`config.mk`:
```
export PLATFORM = sky130hd
export DESIGN_NAME = fuzz_stim_sequencer
export DESIGN_NICKNAME = d
export VERILOG_FILES = /design/src/rtl/fuzz_seq_pkg.sv /design/src/rtl/fuzz_stim_sequencer_misr.sv /design/src/rtl/fuzz_stim_sequencer.sv
export SDC_FILE = /design/constraint.sdc
export NUM_CORES = 2
export LEC_CHECK = 0
export ABC_AREA = 1
export CORE_MARGIN = 2
export CORE_UTILIZATION = 35
export DETAILED_ROUTE_END_ITERATION = 12
export SYNTH_ARGS = -nofsm -noshare
export SYNTH_HDL_FRONTEND = slang
export SYNTH_SLANG_ARGS = --single-unit
```
`constraint.sdc`:
```
create_clock -name clk -period 7.3 [get_ports clk]
set_input_delay 1.825 -clock clk [delete_from_list [all_inputs] [get_ports clk]]
set_output_delay 1.825 -clock clk [all_outputs]
set_load 0.01 [all_outputs]
```
`src/rtl/fuzz_seq_pkg.sv`:
```
`default_nettype none
// ============================================================================
//  Module   : fuzz_seq_pkg
//  Purpose  : Shared constants, state encoding and helper functions for the
//             fuzz stimulus sequencer (LCG, MISR polynomial, word counting).
//  Ports    : none (package)
//  Revision : 1.0 - initial release
// ============================================================================
package fuzz_seq_pkg;

    localparam logic [31:0] LCG_MUL   = 32'h41C6_4E6D;
    localparam logic [31:0] LCG_INC   = 32'h0000_3039;
    localparam logic [31:0] MISR_POLY = 32'h04C1_1DB7;

    typedef enum logic [2:0] {
        IDLE  = 3'd0,
        RESET = 3'd1,
        FILL  = 3'd2,
        STEP  = 3'd3,
        DONE  = 3'd4
    } seq_state_e;

    // One LCG step; the product is kept modulo 2^32.
    function automatic logic [31:0] lcg_next(input logic [31:0] x);
        return x * LCG_MUL + LCG_INC;
    endfunction

    // Number of 32-bit words needed to cover a vector of the given width.
    function automatic int nw_words(input int width);
        return (width + 31) / 32;
    endfunction

endpackage
`default_nettype wire

```
`src/rtl/fuzz_stim_sequencer_misr.sv`:
```
`default_nettype none
// ============================================================================
//  Module   : resp_misr
//  Purpose  : Compacts a wide DUT response into a 32-bit MISR signature.
//             The response is split into 32-bit chunks (last chunk padded
//             with zeros), the chunks are XOR-folded, and the fold is
//             injected into a CRC-32 style shift register.
//  Ports    : clk     - clock
//             rst     - synchronous active-high reset (sig -> all ones)
//             i_clr   - reload sig with all ones
//             i_en    - absorb i_resp this cycle
//             i_resp  - DUT response vector, OUT_W bits
//             o_sig   - current signature
//  Revision : 1.0 - initial release
// ============================================================================
module resp_misr
    import fuzz_seq_pkg::*;
#(
    parameter int OUT_W = 330
) (
    input  logic             clk,
    input  logic             rst,
    input  logic             i_clr,
    input  logic             i_en,
    input  logic [OUT_W-1:0] i_resp,
    output logic [31:0]      o_sig
);

    localparam int NCH   = nw_words(OUT_W);
    localparam int PAD_W = NCH * 32;

    logic [PAD_W-1:0] w_pad;
    logic [31:0]      w_fold;
    logic [31:0]      r_sig;

    always_comb begin
        w_pad  = PAD_W'(i_resp);
        w_fold = '0;
        for (int i = 0; i < NCH; i++) begin
            w_fold = w_fold ^ w_pad[i*32 +: 32];
        end
    end

    always_ff @(posedge clk) begin
        if (rst) begin
            r_sig <= 32'hFFFF_FFFF;
        end else if (i_clr) begin
            r_sig <= 32'hFFFF_FFFF;
        end else if (i_en) begin
            r_sig <= {r_sig[30:0], 1'b0} ^ (r_sig[31] ? MISR_POLY : 32'h0) ^ w_fold;
        end
    end

    assign o_sig = r_sig;

endmodule
`default_nettype wire

```
`src/rtl/fuzz_stim_sequencer.sv`:
```
`default_nettype none
// ============================================================================
//  Module   : fuzz_stim_sequencer
//  Purpose  : Drives one DUT through a reset phase and then single clock
//             steps. Before each step the DUT input vector is refilled one
//             32-bit word per clock from an LCG; during each step the DUT
//             response is folded into a MISR signature.
//  Ports    : clk          - clock (sequencer and gated DUT)
//             rst          - synchronous active-high reset
//             i_start      - launch pulse, honoured in IDLE or DONE
//             i_abort      - return to IDLE from RESET/FILL/STEP
//             i_seed       - LCG seed, captured on accepted start
//             i_cycles     - number of DUT steps, captured on accepted start
//             i_resp       - DUT flat output
//             o_stim       - DUT flat input (registered)
//             o_dut_rst_n  - DUT active-low reset (registered)
//             o_dut_ce     - DUT clock enable (registered)
//             o_busy       - high in RESET, FILL, STEP
//             o_done       - high in DONE
//             o_cyc_count  - completed step count
//             o_signature  - MISR state
//  Revision : 1.0 - initial release
// ============================================================================
module fuzz_stim_sequencer
    import fuzz_seq_pkg::*;
#(
    parameter int IN_W       = 271,
    parameter int OUT_W      = 330,
    parameter int RST_CYCLES = 2,
    parameter int CYC_W      = 32
) (
    input  logic             clk,
    input  logic             rst,
    input  logic             i_start,
    input  logic             i_abort,
    input  logic [31:0]      i_seed,
    input  logic [CYC_W-1:0] i_cycles,
    input  logic [OUT_W-1:0] i_resp,
    output logic [IN_W-1:0]  o_stim,
    output logic             o_dut_rst_n,
    output logic             o_dut_ce,
    output logic             o_busy,
    output logic             o_done,
    output logic [CYC_W-1:0] o_cyc_count,
    output logic [31:0]      o_signature
);

    localparam int NW = nw_words(IN_W);
    localparam int KW = (NW > 1) ? $clog2(NW) : 1;
    localparam int RW = (RST_CYCLES > 1) ? $clog2(RST_CYCLES) : 1;
    localparam logic [KW-1:0] K_LAST = KW'(NW - 1);
    localparam logic [RW-1:0] R_LAST = RW'(RST_CYCLES - 1);

    seq_state_e r_state;
    seq_state_e w_state_next;

    logic             w_accept;
    logic             w_fill;
    logic             w_step;
    logic [31:0]      w_lcg_next;
    logic [IN_W-1:0]  w_ins;
    logic [IN_W-1:0]  w_msk;
    logic [CYC_W-1:0] w_cyc_inc;

    logic [31:0]      r_lcg;
    logic [CYC_W-1:0] r_cycles;
    logic [CYC_W-1:0] r_cyc;
    logic [KW-1:0]    r_k;
    logic [RW-1:0]    r_rcnt;
    logic [IN_W-1:0]  r_stim;
    logic             r_dut_rst_n;
    logic             r_dut_ce;

    assign w_lcg_next = lcg_next(r_lcg);
    assign w_cyc_inc  = r_cyc + CYC_W'(1);

    // Word k lands at bit 32*k; shifting a zero-extended word into an
    // IN_W-bit vector drops whatever would fall above the top bit, which
    // is how the partial last word is trimmed.
    assign w_ins = IN_W'(w_lcg_next)   << {r_k, 5'b0};
    assign w_msk = IN_W'(32'hFFFF_FFFF) << {r_k, 5'b0};

    // ------------------------------------------------------------------
    // State register
    // ------------------------------------------------------------------
    always_ff @(posedge clk) begin
        if (rst) begin
            r_state <= IDLE;
        end else begin
            r_state <= w_state_next;
        end
    end

    // ------------------------------------------------------------------
    // Next-state and per-cycle control strobes
    // ------------------------------------------------------------------
    always_comb begin
        w_state_next = r_state;
        w_accept     = 1'b0;
        w_fill       = 1'b0;
        w_step       = 1'b0;
        case (r_state)
            IDLE, DONE: begin
                // start beats a simultaneous abort here; abort is a no-op
                if (i_start) begin
                    w_accept     = 1'b1;
                    w_state_next = RESET;
                end
            end
            RESET: begin
                if (i_abort) begin
                    w_state_next = IDLE;
                end else if (r_rcnt == R_LAST) begin
                    w_state_next = (r_cycles == '0) ? DONE : FILL;
                end
            end
            FILL: begin
                if (i_abort) begin
                    w_state_next = IDLE;
                end else begin
                    w_fill = 1'b1;
                    if (r_k == K_LAST) begin
                        w_state_next = STEP;
                    end
                end
            end
            STEP: begin
                if (i_abort) begin
                    w_state_next = IDLE;
                end else begin
                    w_step       = 1'b1;
                    w_state_next = (w_cyc_inc == r_cycles) ? DONE : FILL;
                end
            end
            default: begin
                w_state_next = IDLE;
            end
        endcase
    end

    // ------------------------------------------------------------------
    // Datapath: LCG, stim vector, counters, DUT controls
    // ------------------------------------------------------------------
    always_ff @(posedge clk) begin
        if (rst) begin
            r_lcg       <= '0;
            r_cycles    <= '0;
            r_cyc       <= '0;
            r_k         <= '0;
            r_rcnt      <= '0;
            r_stim      <= '0;
            r_dut_rst_n <= 1'b0;
            r_dut_ce    <= 1'b0;
        end else begin
            if (w_accept) begin
                r_lcg    <= i_seed;
                r_cycles <= i_cycles;
                r_cyc    <= '0;
            end
            if (w_fill) begin
                r_lcg  <= w_lcg_next;
                r_stim <= (r_stim & ~w_msk) | w_ins;
            end
            if (w_step) begin
                r_cyc <= w_cyc_inc;
            end

            // Word index is zero whenever FILL is entered because it is
            // cleared on every cycle that is not a fill.
            r_k    <= (w_fill && (r_k != K_LAST)) ? r_k + KW'(1) : '0;
            r_rcnt <= ((r_state == RESET) && !i_abort) ? r_rcnt + RW'(1) : '0;

            // DUT controls track the state being entered so they are valid
            // for the whole of that state.
            r_dut_rst_n <= (w_state_next == FILL) || (w_state_next == STEP) ||
                           (w_state_next == DONE);
            r_dut_ce    <= (w_state_next == RESET) || (w_state_next == STEP);
        end
    end

    resp_misr #(
        .OUT_W (OUT_W)
    ) u_misr (
        .clk    (clk),
        .rst    (rst),
        .i_clr  (w_accept),
        .i_en   (w_step),
        .i_resp (i_resp),
        .o_sig  (o_signature)
    );

    assign o_stim      = r_stim;
    assign o_dut_rst_n = r_dut_rst_n;
    assign o_dut_ce    = r_dut_ce;
    assign o_cyc_count = r_cyc;
    assign o_busy      = (r_state == RESET) || (r_state == FILL) || (r_state == STEP);
    assign o_done      = (r_state == DONE);

endmodule
`default_nettype wire
```
; Word level (Yosys, flattened, before mapping)
; Index checks and enable logic that the tools add are counted.
[totals]
register_bits = 409
input_bits = 398
elab_cells = 80
[classes]
n_addsub = 4
mul = 1
eq_ne = 11
shift = 2
mux = 19
bitwise = 17
n_reduce_logical = 16
[ops]
columns = cell, count
row1 = XOR 32 bit, 11
row2 = AND 271 bit, 1
row3 = NOT 271 bit, 1
row4 = OR 271 bit, 1
row5 = << shifter 32 x 9 -> 271 bit, 1
row6 = << shifter 32 x 9 -> 271 bit (first input constant), 1
row7 = 2-to-1 mux 32 bit, 4
row8 = adder 32 x 1 -> 32 bit (second input constant), 1
row9 = adder 32 x 14 -> 32 bit (second input constant), 1
row10 = equality test 32 bit, 1
row11 = zero test 32 bit, 1
row12 = multiplier 32 x 31 -> 32 bit (second input constant), 1
row13 = XOR 32 x 10 -> 32 bit, 1
row14 = 2-to-1 mux 27 bit, 1
row15 = 2-to-1 mux 3 bit, 8
row16 = equality test 3 x 2 -> 1 bit (second input constant), 4
row17 = one-hot mux 3 bit (4 select lines), 1
row18 = OR reduction 2 bit, 4
row19 = equality test 3 x 1 -> 1 bit (second input constant), 2
row20 = equality test 3 bit (second input constant), 2
row21 = logical OR 1 bit, 5
row22 = 2-to-1 mux 1 bit, 5
row23 = adder 4 x 1 -> 4 bit (second input constant), 1
row24 = equality test 4 bit (second input constant), 1
row25 = 7 further kinds, 10

; Longest topological paths before layout
[logic_depth]
ltp_word = 11
mapped_depth = 30
mapped_depth_nobuf = 30

; By module
; From an unflattened synthesis, not the netlist that was laid out.
[hier_totals]
cells_unflattened = 4425
hier_area_um2 = 31616.6
[by_module_without_submodules]
columns = module, instances, cells_each, area_each_um2, seq_area_each_um2
row1 = fuzz_stim_sequencer, 1, 3398, 25894.8, 7547.2
row2 = resp_misr, 1, 1027, 5721.7, 640.6

; Least setup slack after synthesis
; No wires, ideal clock.
[synth_timing]
path_type = register to register
from = reg r_lcg[5]
to = reg r_stim[248], in the netlist o_stim[248]
setup_ns = 0.070
arrival_ns = 6.088
t_required_ns = 7.230
path_slack_ns = 1.142
stages_incl_launch_ff = 29
path_buffers = 0
period_less_slack_ns = 6.158
cell_sequence = dfxtp_1 -> ha_1 -> xor2_1 -> ha_1 -> a21oi_1 -> fa_1 -> fa_1 -> inv_1 -> fa_1 -> inv_1 -> fa_1 -> inv_1 -> fa_1 -> inv_1 -> fa_1 -> inv_1 -> ha_1 -> nand2_2 -> nor2_1 -> and2_1 -> nand4_1 -> nand3_2 -> inv_2 -> o21bai_2 -> xor2_1 -> nand2_1 -> nor2_2 -> nand2_1 -> a21oi_1
[synth_between]
elab_chain_cells = 4
[synth_lines]
columns = element, line_no
row1 = "start, declared", fuzz_stim_sequencer.sv:65  ; logic [31:0] r_lcg;
row2 = "start signal, assigned", fuzz_stim_sequencer.sv:156  ; r_lcg <= i_seed;
row3 = "start signal, assigned", fuzz_stim_sequencer.sv:161  ; r_lcg <= w_lcg_next;
row4 = multiplier 32 x 31 -> 32 bit, fuzz_seq_pkg.sv:25  ; return x * LCG_MUL + LCG_INC;
row5 = adder 32 x 14 -> 32 bit, fuzz_seq_pkg.sv:25
row6 = << shifter 32 x 9 -> 271 bit, fuzz_stim_sequencer.sv:80  ; assign w_ins = IN_W'(w_lcg_next) << {r_k, 5'b0};
row7 = OR 271 bit, fuzz_stim_sequencer.sv:162  ; r_stim <= (r_stim & ~w_msk) | w_ins;
row8 = "end signal, assigned", fuzz_stim_sequencer.sv:162
row9 = "end, declared", fuzz_stim_sequencer.sv:70  ; logic [IN_W-1:0] r_stim;
; Every way passes these cells.
; A chain may end at the register's enable or synchronous reset.

; Worst setup path after layout
[layout_timing]
from = reg r_lcg[4]
to = reg r_stim[120], in the netlist o_stim[120]
; Same word-level chain as after synthesis.

==> flow_summary.json <==
{
  "syn_nets": 4716,
  "slew_violations": 0,
  "dp_hpwl_um": 117000,
  "wl_per_cell_um": 25.2,
  "maxSlewHeadroom": 0.133,
  "top_layer": "met5",
  "pwr-share-seq": 0.137,
  "ir_drop_v": 0.000889,
  "drt_iter0_markers": 2605,
  "synth.most_common_cell": "nand2_1",
  "cp_slowest_cell": "fa_1",
  "ys_ff_latch": 409,
  "whs_endpoint": "o_stim[33]$_SDFFE_PP0P_",
  "critPathMostFrequentCell": "fa_1",
  "path_clk_slew_ns": 0.06,
  "ios": 737,
  "syn2layout_area_growth_pct": 34.7,
  "synth.largest_area_cell": "dfxtp_1",
  "fin_skew_ns": 0.0507,
  "cts_tree": "yes",
  "tightest_slew_ns": 1.30,
  "synth_edf_count": 0,
  "rsz0062_at_grt": "no",
  "dieWidth_um": 297,
  "combinationalPowerShare": 0.700,
  "reg2reg_depth": 28,
  "route.met2.wl_um": 64200,
  "post-route-drc-count": 0,
  "arrival_ns": 7.36,
  "wirelength_um": 146000,
  "layout-drive-gt1-share": 0.0409,
  "r2r-end": "o_stim[120]$_SDFFE_PP0P_",
  "critical_path_buf_inv_count": 6,
  "cp_top_family": "adder cells",
  "final_util": 0.475,
  "min_from": "o_stim[33]$_SDFFE_PP0P_",
  "synthDistinctLibCells": 50,
  "finalSetupViolations": 0,
  "endpoint_kind": "flop",
  "via_count": 29500,
  "max_freq_mhz": 146,
  "grt_max_degree": 217,
  "synth_top_area_frac": 0.273,
  "h-tree-depth": 2,
  "dp_slack_ns": 0.343,
  "r2r_start": "r_lcg[4]$_SDFFE_PP0P_",
  "p_per_area_nw_per_um2": 414,
  "layout.nets": 5385,
  "wl_met1_um": 61300,
  "fin_ws_ns": 0.465,
  "rrSetupSlack_ns": 0.47,
  "avgSynthCellArea_sq_um": 7.66,
  "maxCapViolCount": 0,
  "row_count": 107,
  "synth_top_flop_cell": "dfxtp_1",
  "clk_path_buf_depth": 3,
  "core_sq_um": 85100,
  "p_leak_uw": 0.0169,
  "status": "completed",
  "synth_common_cells": "nand2_1 (859), inv_1 (539), dfxtp_1 (409)",
  "internal_power_uw": 7430,
  "clock_sinks": 409,
  "ant_nets": 0,
  "die_area_sq_um": 88100,
  "crit_required_ns": 7.82,
  "netlist_area_sq_um": 30000,
  "hold_slack_ns": 0.461,
  "routabilityCongestion": 0.997,
  "initial_core_util": 0.353,
  "finalSetupTns_ns": 0,
  "hold_depth": 2,
  "switching_power_uw": 9320,
  "die_height_um": 297,
  "crit_path_start_kind": "flop",
  "antenna_found_initial": 20,
  "dr.pass1.iters": 6,
  "ys_seq_area_frac": 0.273,
  "cts_setup_buffers": 0,
  "ys_async_sr_fraction": 0,
  "syn_inst": 3917,
  "power.share.clock": 0.163,
  "cp_max_fo": 7,
  "grt.total_usage": 0.319,
  "hold_path.class": "flop to flop",
  "period_needed_ns": 6.83,
  "finalHoldViolCount": 0,
  "cts_made_buffers": 50,
  "grt_pass1_vias": 28100,
  "cts_root_buf": "clkbuf_16",
  "final_min_period_over_clock_period": 0.936,
  "yosysWarnings": 0,
  "switching_share": 0.556,
  "numPortBuffers": 736,
  "synth.area.top_cells": "dfxtp_1 (27%), fa_1 (13%), nand2_1 (11%)",
  "clkLatencyLatePin_ns": 0.64,
  "routed-wl-met3_um": 11100,
  "grt_overflow": 0,
  "slowest_delay_ns": 0.54,
  "via_per_inst": 5.10,
  "grt_pass1_wl_um": 206000,
  "critPathKind": "flop to flop"
}
==> metrics by stage <==
| stage | instances | instance area [sq um] | power [uW] |
|---|---|---|---|
| after floorplan | 3917 | 30000 | 8890 |
| after global placement | 5678 | 38600 | 13700 |
| after detailed placement | 5678 | 38600 | 13700 |
| after CTS | 5770 | 40400 | 16500 |
| after global routing | 5779 | 40400 | 17900 |
| final | 5781 | 40400 | 16800 |
==> how the worst max path moves through the flow <==
stage | startpoint | to | slack [ns] | depth (start not counted)
after floorplan | r_lcg[5]$_SDFFE_PP0P_ | o_stim[248]$_SDFFE_PP0P_ | 1.14 | 28
after global placement | r_lcg[6]$_SDFFE_PP0P_ | o_stim[21]$_SDFFE_PP0P_ | 0.39 | 25
after detailed placement | r_lcg[6]$_SDFFE_PP0P_ | o_stim[21]$_SDFFE_PP0P_ | 0.34 | 25
after CTS | r_lcg[6]$_SDFFE_PP0P_ | o_stim[21]$_SDFFE_PP0P_ | 0.33 | 25
after global routing | r_lcg[4]$_SDFFE_PP0P_ | o_stim[120]$_SDFFE_PP0P_ | 0.04 | 28
final | r_lcg[4]$_SDFFE_PP0P_ | o_stim[120]$_SDFFE_PP0P_ | 0.47 | 28
==> repair_timing <==
item,4_1_cts,5_1_grt
setup endpoints to repair,0,19
hold buffers,0,0
resized for setup,0,4
hold endpoints to repair,0,0
==> sequential cells by signal, summed over array words and instances (netlist names) <==
name,flops
o_dut_ce,1
r_rcnt,1
o_cyc_count,32
r_cycles,32
u_misr.o_sig,32
o_dut_rst_n,1
r_k,4
o_stim,271
r_lcg,32
r_state,3
==> logic make-up after synthesis <==
kind of cell             Yosys count  synth area share
AND/OR/NAND/NOR                 1372             0.193
buffers and inverters            714            0.0902
XOR/XNOR                         398             0.118
adder cells (fa/ha/maj)          401             0.214
AO/OA/AOI/OAI                    623             0.112
flip-flops                       409             0.273
==> power by group through the flow <==
stage | clock, uW | sequential, uW | combinational [uW]
final | 2730 | 2300 | 11700
after global routing | 2850 | 2300 | 12700
after CTS | 2760 | 2300 | 11400
after detailed placement | 0 | 2350 | 11300
after global placement | 0 | 2350 | 11400
after floorplan | 0 | 2340 | 6550
==> worst reg2reg max path, delay by kind of cell (launching register included) <==
kind            cells  cell delay [ns]
compound gates      3             0.35
xor+xnor            2             0.70
buf+inv             6             0.32
simple gates        8             1.03
fa+ha+maj           9             3.85
flops               1             0.51
==> placed cells by master (no fill, tap or decap), types with 5 or more instances in the layout <==
master,n
nand2_1,857
a22o_1,11
nand3_1,108
nor2_4,9
o21bai_1,7
a21o_1,5
clkbuf_1,12
clkinv_2,7
nor2_1,211
nand2_2,8
a31oi_1,19
inv_1,536
ha_1,213
clkbuf_16,50
clkdlybuf4s50_1,735
buf_4,50
xnor2_1,199
dfxtp_1,405
nand4_1,120
nand3_2,5
o21a_1,8
diode_2,11
nor2_2,8
xor2_1,191
o211ai_1,27
nor3_1,29
bufinv_16,6
o31ai_1,14
inv_2,7
clkbuf_8,12
fa_1,188
a21oi_1,391
o21ai_0,128
==> cell type report <==
cell class	count	area (sq um)
repair buffers	787	7770
multi-input cells	2794	19200
flip-flops and latches	409	8200
diodes	11	27.5
clock inverters	18	312
clock buffers	74	1460
fillers	8609	44700
inverters	544	2040
well taps	1144	1430
==> routing by layer <==
| metal | vias to the layer above | track usage |
|---|---|---|
| met5 | - | 0 |
| met4 | 4 | 0.167 |
| met3 | 282 | 0.0617 |
| met2 | 1247 | 0.493 |
| met1 | 14100 | 0.423 |
| li1 | 13800 | - |
Power figures use the tool's default switching activity.
